**config.mk**
```make
export PLATFORM = sky130hd
export DESIGN_NAME = channel_tx
export DESIGN_NICKNAME = d
export VERILOG_FILES = /design/src/rtl/channel_tx.sv
export SDC_FILE = /design/constraint.sdc
export NUM_CORES = 1
export LEC_CHECK = 0
export ABC_AREA = 1
export BUFFER_PORTS_ARGS = -buffer_cell sky130_fd_sc_hd__buf_4
export CAP_MARGIN = 10
export CORE_MARGIN = 5
export CORE_UTILIZATION = 65
export DETAILED_ROUTE_END_ITERATION = 10
export PLACE_DENSITY_LB_ADDON = 0.15
export SYNTH_ARGS = -nofsm -noshare
export SYNTH_HDL_FRONTEND = slang
export SYNTH_SLANG_ARGS = --single-unit
```
**constraint.sdc**
```tcl
create_clock -name i_clk -period 16.1 [get_ports i_clk]
set_clock_uncertainty 0.1 [all_clocks]
set_input_delay 0.805 -clock i_clk [delete_from_list [all_inputs] [get_ports i_clk]]
set_output_delay 0.805 -clock i_clk [all_outputs]
set_load 0.02 [all_outputs]
```
**src/rtl/channel_tx.sv**
```systemverilog
`default_nettype none
// ---------------------------------------------------------------------------
// channel_tx : PRBS7 excitation source feeding a 3-tap FIR channel model
// Rev 1.0
// ---------------------------------------------------------------------------
module channel_tx #(
   parameter int NB_DATA = 16,
   parameter int NB_DIV  = 8,
   parameter int NB_CNT  = 16
) (
   input  logic               i_clk,
   input  logic               i_rst,
   input  logic               i_start,
   input  logic               i_stop,
   input  logic               i_coef_valid,
   input  logic [NB_DATA-1:0] i_coef,
   output logic               o_coef_ready,
   input  logic [NB_DIV-1:0]  i_div,
   input  logic [NB_CNT-1:0]  i_nsamples,
   output logic [NB_DATA-1:0] o_x,
   output logic [NB_DATA-1:0] o_d,
   output logic               o_valid,
   output logic               o_busy,
   output logic               o_done
);

   typedef enum logic [1:0] {
      ST_IDLE = 2'd0,
      ST_RUN  = 2'd1,
      ST_DONE = 2'd2
   } state_t;

   localparam logic [6:0]                C_LFSR_SEED = 7'h7F;
   localparam logic signed [NB_DATA-1:0] C_X_POS = {2'b01, {(NB_DATA-2){1'b0}}};
   localparam logic signed [NB_DATA-1:0] C_X_NEG = {2'b11, {(NB_DATA-2){1'b0}}};

   function automatic logic signed [NB_DATA-1:0] sat(input logic signed [NB_DATA:0] v);
      if (v[NB_DATA] != v[NB_DATA-1])
         sat = v[NB_DATA] ? {1'b1, {(NB_DATA-1){1'b0}}} : {1'b0, {(NB_DATA-1){1'b1}}};
      else
         sat = v[NB_DATA-1:0];
   endfunction

   // Full-precision product, keep Q(NB_DATA,NB_DATA-1) by dropping LSBs (floor), then clamp.
   function automatic logic signed [NB_DATA-1:0] mul_q(input logic signed [NB_DATA-1:0] a,
                                                       input logic signed [NB_DATA-1:0] b);
      logic signed [2*NB_DATA-1:0] p;
      p     = a * b;
      mul_q = sat(p[2*NB_DATA-1:NB_DATA-1]);
   endfunction

   state_t                    state_q, state_d;
   logic [6:0]                lfsr_q, lfsr_d;
   logic [1:0]                idx_q, idx_d;
   logic [NB_DIV-1:0]         div_lat_q, div_lat_d, div_cnt_q, div_cnt_d;
   logic [NB_CNT-1:0]         ns_lat_q, ns_lat_d, samp_cnt_q, samp_cnt_d;
   logic signed [NB_DATA-1:0] h0_q, h0_d, h1_q, h1_d, h2_q, h2_d;
   logic signed [NB_DATA-1:0] hx1_q, hx1_d, hx2_q, hx2_d;
   logic signed [NB_DATA-1:0] x_q, x_d, d_q, d_d;
   logic                      valid_q, valid_d, busy_q, busy_d;
   logic                      done_q, done_d, ready_q, ready_d;

   logic signed [NB_DATA-1:0] w_x0, w_p0, w_p1, w_p2, w_s01, w_dnew;
   logic [NB_CNT-1:0]         w_cnt_inc;
   logic                      w_coef_hs;

   assign w_x0      = lfsr_q[6] ? C_X_POS : C_X_NEG;
   assign w_p0      = mul_q(h0_q, w_x0);
   assign w_p1      = mul_q(h1_q, hx1_q);
   assign w_p2      = mul_q(h2_q, hx2_q);
   assign w_s01     = sat({w_p0[NB_DATA-1], w_p0} + {w_p1[NB_DATA-1], w_p1});
   assign w_dnew    = sat({w_s01[NB_DATA-1], w_s01} + {w_p2[NB_DATA-1], w_p2});
   assign w_cnt_inc = samp_cnt_q + NB_CNT'(1);
   assign w_coef_hs = i_coef_valid && ready_q;

   always_comb begin
      state_d    = state_q;
      lfsr_d     = lfsr_q;
      idx_d      = idx_q;
      div_lat_d  = div_lat_q;
      div_cnt_d  = div_cnt_q;
      ns_lat_d   = ns_lat_q;
      samp_cnt_d = samp_cnt_q;
      h0_d       = h0_q;
      h1_d       = h1_q;
      h2_d       = h2_q;
      hx1_d      = hx1_q;
      hx2_d      = hx2_q;
      x_d        = x_q;
      d_d        = d_q;
      valid_d    = 1'b0;
      done_d     = 1'b0;
      case (state_q)
         ST_IDLE: begin
            if (w_coef_hs) begin
               case (idx_q)
                  2'd0:    h0_d = i_coef;
                  2'd1:    h1_d = i_coef;
                  default: h2_d = i_coef;
               endcase
               idx_d = (idx_q == 2'd2) ? 2'd0 : idx_q + 2'd1;
            end
            if (i_start && !i_stop) begin
               state_d    = ST_RUN;
               div_lat_d  = i_div;
               ns_lat_d   = i_nsamples;
               lfsr_d     = C_LFSR_SEED;
               div_cnt_d  = '0;
               samp_cnt_d = '0;
               hx1_d      = '0;
               hx2_d      = '0;
            end
         end
         ST_RUN: begin
            if (i_stop) begin
               state_d = ST_IDLE;
            end else if (div_cnt_q == div_lat_q) begin
               div_cnt_d  = '0;
               lfsr_d     = {lfsr_q[5:0], lfsr_q[6] ^ lfsr_q[5]};
               x_d        = w_x0;
               d_d        = w_dnew;
               valid_d    = 1'b1;
               hx1_d      = w_x0;
               hx2_d      = hx1_q;
               samp_cnt_d = w_cnt_inc;
               if (ns_lat_q != '0 && w_cnt_inc == ns_lat_q)
                  state_d = ST_DONE;
            end else begin
               div_cnt_d = div_cnt_q + NB_DIV'(1);
            end
         end
         ST_DONE: begin
            state_d = ST_IDLE;
            done_d  = !i_stop;
         end
         default: state_d = ST_IDLE;
      endcase
      if (state_q != ST_IDLE && state_d == ST_IDLE)
         idx_d = 2'd0;
      busy_d  = (state_d == ST_RUN);
      ready_d = (state_d == ST_IDLE);
   end

   always_ff @(posedge i_clk or posedge i_rst) begin
      if (i_rst) begin
         state_q    <= ST_IDLE;
         lfsr_q     <= C_LFSR_SEED;
         idx_q      <= 2'd0;
         div_lat_q  <= '0;
         div_cnt_q  <= '0;
         ns_lat_q   <= '0;
         samp_cnt_q <= '0;
         h0_q       <= '0;
         h1_q       <= '0;
         h2_q       <= '0;
         hx1_q      <= '0;
         hx2_q      <= '0;
         x_q        <= '0;
         d_q        <= '0;
         valid_q    <= 1'b0;
         busy_q     <= 1'b0;
         done_q     <= 1'b0;
         ready_q    <= 1'b0;
      end else begin
         state_q    <= state_d;
         lfsr_q     <= lfsr_d;
         idx_q      <= idx_d;
         div_lat_q  <= div_lat_d;
         div_cnt_q  <= div_cnt_d;
         ns_lat_q   <= ns_lat_d;
         samp_cnt_q <= samp_cnt_d;
         h0_q       <= h0_d;
         h1_q       <= h1_d;
         h2_q       <= h2_d;
         hx1_q      <= hx1_d;
         hx2_q      <= hx2_d;
         x_q        <= x_d;
         d_q        <= d_d;
         valid_q    <= valid_d;
         busy_q     <= busy_d;
         done_q     <= done_d;
         ready_q    <= ready_d;
      end
   end

   assign o_x          = x_q;
   assign o_d          = d_q;
   assign o_valid      = valid_q;
   assign o_busy       = busy_q;
   assign o_done       = done_q;
   assign o_coef_ready = ready_q;

endmodule
`default_nettype wire

```
* After elaboration in Yosys (flattened, before gate mapping)
Index checks and enable logic that the tools add are counted.
** Storage, ports and cells
- Latch bits :: 0
- Bits in read-only memories :: 0
- Input bits :: 45
- Output and inout bits :: 36
- Register bits after elaboration :: 175
- Memories kept :: 0
- Memory bits (writable) :: 0
** Cells by class
- Magnitude comparators :: 0
- Divide/modulo/power cells :: 0
- Reductions and logical operators :: 22
- Shift-type cells :: 0
- Mux-type cells :: 42
- Multipliers :: 3
- Bitwise logic cells :: 3
- $add $sub $neg :: 5
- Equality and inequality tests :: 15
** Operator list (count)
- 2-to-1 mux 16 bit :: 18
- multiplier 16 x 16 -> 32 bit :: 3
- one-hot mux 16 bit (2 select lines) :: 3
- adder 16 x 16 -> 17 bit :: 2
- 2-to-1 mux 8 bit :: 3
- 2-to-1 mux 7 bit :: 3
- adder 16 x 1 -> 16 bit (second input constant) :: 1
- equality test 16 bit :: 1
- 2-to-1 mux 2 bit :: 8
- one-hot mux 8 bit (2 select lines) :: 1
- nonzero test 16 bit :: 1
- AND reduction 3 bit :: 5
- one-hot mux 7 bit (2 select lines) :: 1
- adder 8 x 1 -> 8 bit (second input constant) :: 1
- equality test 8 bit :: 1
- nonzero test 2 bit :: 4
- equality test 2 x 1 -> 1 bit (second input constant) :: 3
- logical NOT 2 bit :: 3
- != test 2 bit (second input constant) :: 3
- != test 1 bit :: 5
- equality test 2 bit (second input constant) :: 2
- logical AND 1 bit :: 4
- 2-to-1 mux 1 bit :: 4
- one-hot mux 2 bit (2 select lines) :: 1
- 7 further kinds :: 9

* Logic depth before layout (Yosys ltp)
Gate-level depths: netlist (run 1).
- Depth in word-level cells :: 11
- Mapped depth :: 53
- Depth with buffers taken out :: 51

* Worst setup path before layout (run 1)
OpenSTA, ideal clock, no wires.
- Path type :: register to register
- From :: reg lfsr_q[6]
- To :: reg d_q[0] (netlist: o_d[0])
- Setup slack :: 8.116 ns
- Period minus slack after synthesis :: 7.984 ns
- Setup time :: 0.121 ns
- Path buffers :: 4
- Arrival :: 7.762 ns
- Data required time :: 15.879 ns
- Stages on the path, launching flop included :: 44
- Cell sequence :: dfstp_2 -> clkbuf_1 -> buf_1 -> nor2_1 -> ha_1 -> ha_1 -> ha_1 -> ha_1 -> ha_1 -> ha_1 -> ha_1 -> inv_1 -> nor4_1 -> nand3_1 -> nand4_1 -> xor2_1 -> nand2_1 -> buf_2 -> [8 not listed] -> nand2_1 -> nor2_1 -> a21oi_4 -> nand2_4 -> a21oi_1 -> ha_1 -> inv_1 -> fa_1 -> nand3b_1 -> nand2_1 -> nand4_1 -> o211ai_1 -> nand2_1 -> nand4_1 -> nand2_1 -> a21oi_2 -> buf_4 -> a21boi_1
** On the way
- Word-level cells in the longest chain between the ends :: 10
- Elaborated cells between the ends (all ways) :: 13
** RTL lines
- start: declaration :: line 53 : logic [6:0] lfsr_q, lfsr_d;
- start signal: assignment :: line 166 : lfsr_q <= lfsr_d;
- 2-to-1 mux 16 bit (*) :: line 67 : assign w_x0 = lfsr_q[6] ? C_X_POS : C_X_NEG;
- multiplier 16 x 16 -> 32 bit (*) :: line 48 : p = a * b;
- 2-to-1 mux 16 bit / != test 1 bit (equally long branches) :: line 39, 38
- 2-to-1 mux 16 bit (*) :: line 38 : if (v[NB_DATA] != v[NB_DATA-1])
- adder 16 x 16 -> 17 bit (*) :: line 71 : assign w_s01 = sat({w_p0[NB_DATA-1], w_p0} + {w_p1[NB_DATA-1], w_p1});
- 2-to-1 mux 16 bit / != test 1 bit (equally long branches) :: line 39, 38
- 2-to-1 mux 16 bit (*) :: line 38
- adder 16 x 16 -> 17 bit (*) :: line 72 : assign w_dnew = sat({w_s01[NB_DATA-1], w_s01} + {w_p2[NB_DATA-1], w_p2});
- 2-to-1 mux 16 bit / != test 1 bit (equally long branches) :: line 39, 38
- 2-to-1 mux 16 bit (*) :: line 38
- end signal: assignment :: line 159 : d_q <= '0;
- end signal: assignment :: line 178 : d_q <= d_d;
- end: declaration :: line 59 : logic signed [NB_DATA-1:0] x_q, x_d, d_q, d_d;
Every way passes the cells marked *; elsewhere a longest branch is shown, timed or not.
A chain may end at the register's enable or synchronous reset.

* Worst setup path in the final report (run 1)
- From :: reg lfsr_q[6]
- To :: reg d_q[12] (netlist: o_d[12])
The elaborated chain is that of the path after synthesis.

==> reports/qor.yml, run 1 <==
ctsLongestPathBuffers: 2
dr.first_iter.drc_count: 701
slew_violations: 0
holdBufCountCts: 0
async_reset_ff_frac: 1.00
drive_gt1_frac: 0.101
post-route-period-util: 0.569
hold_viol_final: 0
crit_path_end_kind: "register"
antenna_found_initial: 0
ir_drop_v: 0.0000856
area_growth_pct: 8.89
max_slew_margin: 0.250
nFillCells: 1618
multi_input_area_sq_um: 8990
vias: 11400
final_net_count: 2068
gp_congestion: 0.950
drv_cap: 0
ctsResizeCount: 0
rsz0062_at_grt: "no"
status: "completed"
io_pins: 81
total_power_w: 0.00199
first_pass_iters: 8
post-cts-setup-buffers: 0
synth_cells: 1710
cts.root.buffer_cell: "clkbuf_16"
yosysMostFrequentCell: "nand2_1"
avgSynthCellArea_sq_um: 7.80
synth_ff_type: "dfrtp_1"
hpwl_um: 23900
viasPerCell: 5.60
ant_nets: 0
routed_wl_um: 30300
n_antenna_cell: 0
power_density_nw_per_um2: 137
die_x_um: 153
cpMostUsedCell: "ha_1"
max_stage_delay_ps: 780
synth_common_cells: "nand2_1, ha_1, inv_1"
tns_ps: 0
grt.total_usage: 0.259
ys_seq_elements: 133
slowest_stage: "dfstp_2"
crit_required_ps: 16270
critPathKind: "reg -> reg"
leakage_nw: 8.27
grt_pass1_wl_um: 50800
setup_violations: 0
initial_core_util: 0.659
max_clock_freq_mhz: 109
yosysWarnings: 0
yosysUniqueCellTypes: 60
grt_max_degree: 73
synth_edf_count: 0
clk_pin_slew_ps: 60
cts_tree: "built"
start_kind: "register"
cts_buffers: 17
rows: 52
post_layout_nonfiller_instances: 2040
period_needed_ps: 9160
ff_latch_area_sq_um: 3340
hp-class: "reg -> reg"
h-tree-depth: 4
cp_max_fo: 21
clock_latency_ps: 430
coreArea_sq_um: 20200
grt_pass1_vias: 10700
dp_cells: 2008
portBuffers: 66
synth_top_area_frac: 0.248
route.detailed.drc: 0
grt_overflow: 0
synth.area.top_cells: "ha_1, dfrtp_1, nand2_1, inv_1, xor2_1"
worstMarginPinSlew_ps: 1120
yosysSeqAreaShare: 0.250
synth_area_sq_um: 13300
fp.dieH_um: 153
die_area_sq_um: 23500
wl_per_cell_um: 14.8
critPathArrivalTime_ps: 9330
synth_largest_area_cell: "ha_1"
cts_sinks: 133
-- registers in the layout, summed over array words and instances, names as in the netlist, 2 cells and up --
signal	count
lfsr_q	7
div_cnt_q	8
h1_q	16
hx1_q	2
o_x	2
ns_lat_q	16
h2_q	16
div_lat_q	8
idx_q	2
state_q	2
samp_cnt_q	16
o_d	16
hx2_q	2
h0_q	16
-- final cells by class --
type,instances,share of cell area
Multi-Input combinational cell,1336,0.619
Sequential cell,133,0.230
Inverter,201,0.0521
Timing Repair Buffer,68,0.0351
Clock buffer,17,0.0293
Tap cell,270,0.0233
Clock inverter,15,0.0115
-- placed cells by master, fill, tap and decap left out, drive strengths merged, types with 2 or more instances in the layout --
cell      synthesis  layout
a211oi            2       2
clkbuf           21      17
nor2            165     165
clkinv            1       5
nand3            72      72
xnor2            39      39
a21o              4       4
nor4              6       6
a21oi           116     116
mux2              9       9
nand3b            2       2
or2              17      17
a22oi             8       8
o21a              2       2
nor3             19      19
o211ai            3       3
o311ai            2       2
dfrtp           126     126
inv             200     207
o21ai           107     107
nor3b             2       2
xor2             72      72
ha              264     264
o22ai            18      18
nand4            26      26
fa                2       2
nand2           322     322
dfstp             7       7
and3              4       4
bufinv            0       2
a21boi           18      18
clkinvlp          0       2
o21bai           10      10
a22o              2       2
buf              32      68
a31oi             5       5
conb              1      14
-- final timing paths --
path / from / to / slack [ps] / cells after the start
min in group asynchronous: i_rst / o_d[15]$_DFFE_PP0P_ / 420 / 2
max in group asynchronous: i_rst / idx_q[0]$_DFFE_PP0P_ / 14080 / 3
min reg2reg: o_x[14]$_DFFE_PP0P_ / o_x[14]$_DFFE_PP0P_ / 380 / 1
max reg2reg: lfsr_q[6]$_DFFE_PP1P_ / o_d[12]$_DFFE_PP0P_ / 6940 / 41
max: lfsr_q[6]$_DFFE_PP1P_ / o_d[12]$_DFFE_PP0P_ / 6940 / 41
min: o_x[14]$_DFFE_PP0P_ / o_x[14]$_DFFE_PP0P_ / 380 / 1
-- worst max-delay path: cells and delay by family (launching register included) --
family | cells | cell delay [ps]
adders and majority gates | 10 | 2990
and+or+nand+nor | 18 | 2710
AOI/OAI and AO/OA | 6 | 1540
DFF | 1 | 780
buffers and inverters | 5 | 440
xor gates and xnor gates | 2 | 370
-- power breakdown --
part           switching (W)  internal [W]
combinational       0.000700      0.000405
clock               0.000163      0.000232
sequential         0.0000818      0.000412
-- per-layer routing --
metal  track usage  part of all wire  up-vias
met3        0.0362             0.048       53
met2         0.432              0.47      277
met1         0.347              0.45     5295
met5             0                 0        -
met4        0.0891             0.030        0
li1              -                 -     5798
-- cells by family after synthesis --
kind of cell | Yosys count | synth area share
and+or+nand+nor | 636 | 0.203
AOI/OAI and AO/OA | 299 | 0.133
adders and majority gates | 266 | 0.251
buffers and inverters | 254 | 0.0794
DFF | 133 | 0.250
xor gates and xnor gates | 112 | 0.0760
muxes | 9 | 0.00760
other | 1 | 0.000281
-- through the flow --
stage | utilization | setup WS [ps] | cell area [sq um] | hold WS (ps)
after floorplan | - | 8120 | 13400 | 354
after global placement | 0.689 | 7350 | 13900 | 358
after detailed placement | 0.689 | 7020 | 13900 | 362
after CTS | 0.718 | 6970 | 14500 | 380
after global routing | 0.718 | 6150 | 14500 | 401
final | 0.718 | 6940 | 14500 | 378
Note: power is estimated with default switching activity, not from simulation.
==> run 2, diff against run 1 <==
--- a/config.mk
+++ b/config.mk
@@ -9,7 +9,7 @@
 export BUFFER_PORTS_ARGS = -buffer_cell sky130_fd_sc_hd__buf_4
 export CAP_MARGIN = 10
 export CORE_MARGIN = 5
-export CORE_UTILIZATION = 65
+export CORE_UTILIZATION = 63
 export DETAILED_ROUTE_END_ITERATION = 10
 export PLACE_DENSITY_LB_ADDON = 0.15
 export SYNTH_ARGS = -nofsm -noshare
==> constraint.sdc (replaced) <==
create_clock -name i_clk -period 9.51 [get_ports i_clk]
set_clock_uncertainty 0.1 [all_clocks]
set_input_delay 0.4755 -clock i_clk [delete_from_list [all_inputs] [get_ports i_clk]]
set_output_delay 0.4755 -clock i_clk [all_outputs]
set_load 0.02 [all_outputs]
==> run 2 against run 1 <==
Net effect: combinational power is 70% higher; core utilization is 2.2 points lower; global-route usage is 0.064 points higher; sequential share of layout area is 0.077 points lower; final cell count is 0.25% higher; setup slack worse by 6300 ps; hold slack worse by 270 ps; largest cell class unchanged; highest routed layer unchanged.
==> reports/qor.yml, run 2 (same netlist as run 1, synthesis figures left out) <==
grt.total_usage: 0.260  # +0.000640
final_net_count: 2068  # unchanged
worstMarginPinSlew_ps: 1170  # +49.3 ps
power_density_nw_per_um2: 236  # +72%
clock_latency_ps: 430  # about the same
fp.dieH_um: 156  # +1.5%
tns_ps: 0  # unchanged
routed_wl_um: 31500  # +3.9%
hp-class: "in -> async"
vias: 11600  # +1.3%
global_route.usage.met1: 0.346  # -0.00106
grt_max_degree: 96  # +32%
wl_per_cell_um: 15.4  # +3.6%
dr.first_iter.drc_count: 821  # +17%
cts_buffers: 17  # unchanged
n_antenna_cell: 0  # unchanged
grt_busiest_layer: "met2"
hpwl_um: 24800  # +4.1%
post-route-period-util: 0.930  # +0.361
grt_overflow: 0  # unchanged
area_growth_pct: 9.38
rows: 53  # +1.9%
setup_violations: 0  # unchanged
fin_area_sq_um: 14600  # +0.45%
initial_core_util: 0.637  # -0.0227
mostFrequentLayoutCell: "nand2_1"
coreArea_sq_um: 21000  # +3.6%
cts_sinks: 133  # unchanged
drive_gt1_frac: 0.102  # +0.00113
hold_viol_final: 0  # unchanged
layout_common_cells: "nand2_1, ha_1, inv_1"
drv_cap: 0  # unchanged
rsz0062_at_grt: "no"
antenna_found_initial: 0  # unchanged
max_slew_margin: 0.217  # -0.0330
leakage_nw: 8.29  # +0.20%
crit_path_end_kind: "register"
die_area_sq_um: 24200  # +3.0%
io_pins: 81  # unchanged
first_pass_iters: 5  # -3
dpl_cell_area_sq_um: 13900  # about the same
cts_tree: "built"
route.detailed.drc: 0  # unchanged
status: "completed"
crit_required_ps: 9700  # -6570 ps
clk_pin_slew_ps: 70  # about the same
ctsLongestPathBuffers: 2  # unchanged
start_kind: "register"
holdWs_ps: 105  # -273 ps
h-tree-depth: 4  # unchanged
viasPerCell: 5.66  # +1.0%
portBuffers: 66  # unchanged
holdBufCountCts: 0  # unchanged
period_needed_ps: 8850  # -311 ps
ir_drop_v: 0.000151  # +77%
critPathArrivalTime_ps: 9030  # -300 ps
slew_violations: 0  # unchanged
met2_usage: 0.443  # +0.0111
slowest_stage: "dfstp_4"
ant_nets: 0  # unchanged
grt_use_met3: 0.0413  # +0.00514
total_power_w: 0.00344  # +73%
critPathKind: "reg -> reg"
cpMostUsedCell: "ha_1"
utilization: 0.696  # -0.0216
grt_pass1_wl_um: 51300  # +1.0%
max_stage_delay_ps: 770  # about the same
nFillCells: 1764  # +9.0%
cp_max_fo: 21  # unchanged
cts.root.buffer_cell: "clkbuf_16"
grt_pass1_vias: 10900  # +1.7%
die_x_um: 156  # +1.5%
gp_congestion: 0.911  # -4.0%
max_clock_freq_mhz: 113  # +3.5%
-- run 2: worst max-delay path: cells and delay by family (launching register included) --
kind                     cells  cell delay (ps)
AO/OA/AOI/OAI                6             1430
XOR/XNOR                     2              370
adder cells (fa/ha/maj)     10             3010
buffers and inverters        5              470
flip-flops                   1              770
AND/OR/NAND/NOR             18             2540
-- run 2: cell type report --
type,count,area (sq um),area share
clock buffers,17,425,0.0291
clock inverters,15,206,0.0141
inverters,201,759,0.0520
multi-input cells,1336,9010,0.617
flip-flops and latches,133,3340,0.229
well taps,275,344,0.0236
repair buffers,68,510,0.0350
-- run 2: metal layers --
layer,share of wire,up-vias
met5,0,-
met4,0.023,0
met3,0.055,46
met2,0.47,332
met1,0.45,5393
li1,-,5795
-- run 2: worst paths after layout --
check                                      start                    end  slack [ps]  cells after the start
max in group asynchronous                  i_rst  lfsr_q[2]$_DFFE_PP1P_        8110                      3
min in group i_clk                        i_stop       o_done$_DFF_PP0_         130                      2
max                        lfsr_q[6]$_DFFE_PP1P_    o_d[10]$_DFFE_PP0P_         660                     41
min                                        i_rst    o_d[15]$_DFFE_PP0P_         100                      2
min reg2reg                  o_d[14]$_DFFE_PP0P_    o_d[14]$_DFFE_PP0P_         390                      2
max reg2reg                lfsr_q[6]$_DFFE_PP1P_    o_d[10]$_DFFE_PP0P_         660                     41
-- run 2: where the power goes --
part | internal, W | total, W | leakage, nW | switching (W)
registers | 0.000697 | 0.000855 | 1.64 | 0.000158
logic | 0.000690 | 0.00187 | 6.34 | 0.00118
clock network | 0.000404 | 0.000718 | 0.303 | 0.000313
-- run 2: what timing repair did --
action                                  in CTS  in global routing
endpoints found under the setup margin       0                 15
resized for setup                            0                  4
buffers inserted                             0                  0
-- run 2: stage by stage --
step                std cells  worst slack (ps)
floorplan                1723              1530
global placement         2013               765
detailed placement       2013               377
CTS                      2045               344
global route             2045              87.6
finish                   2045               663
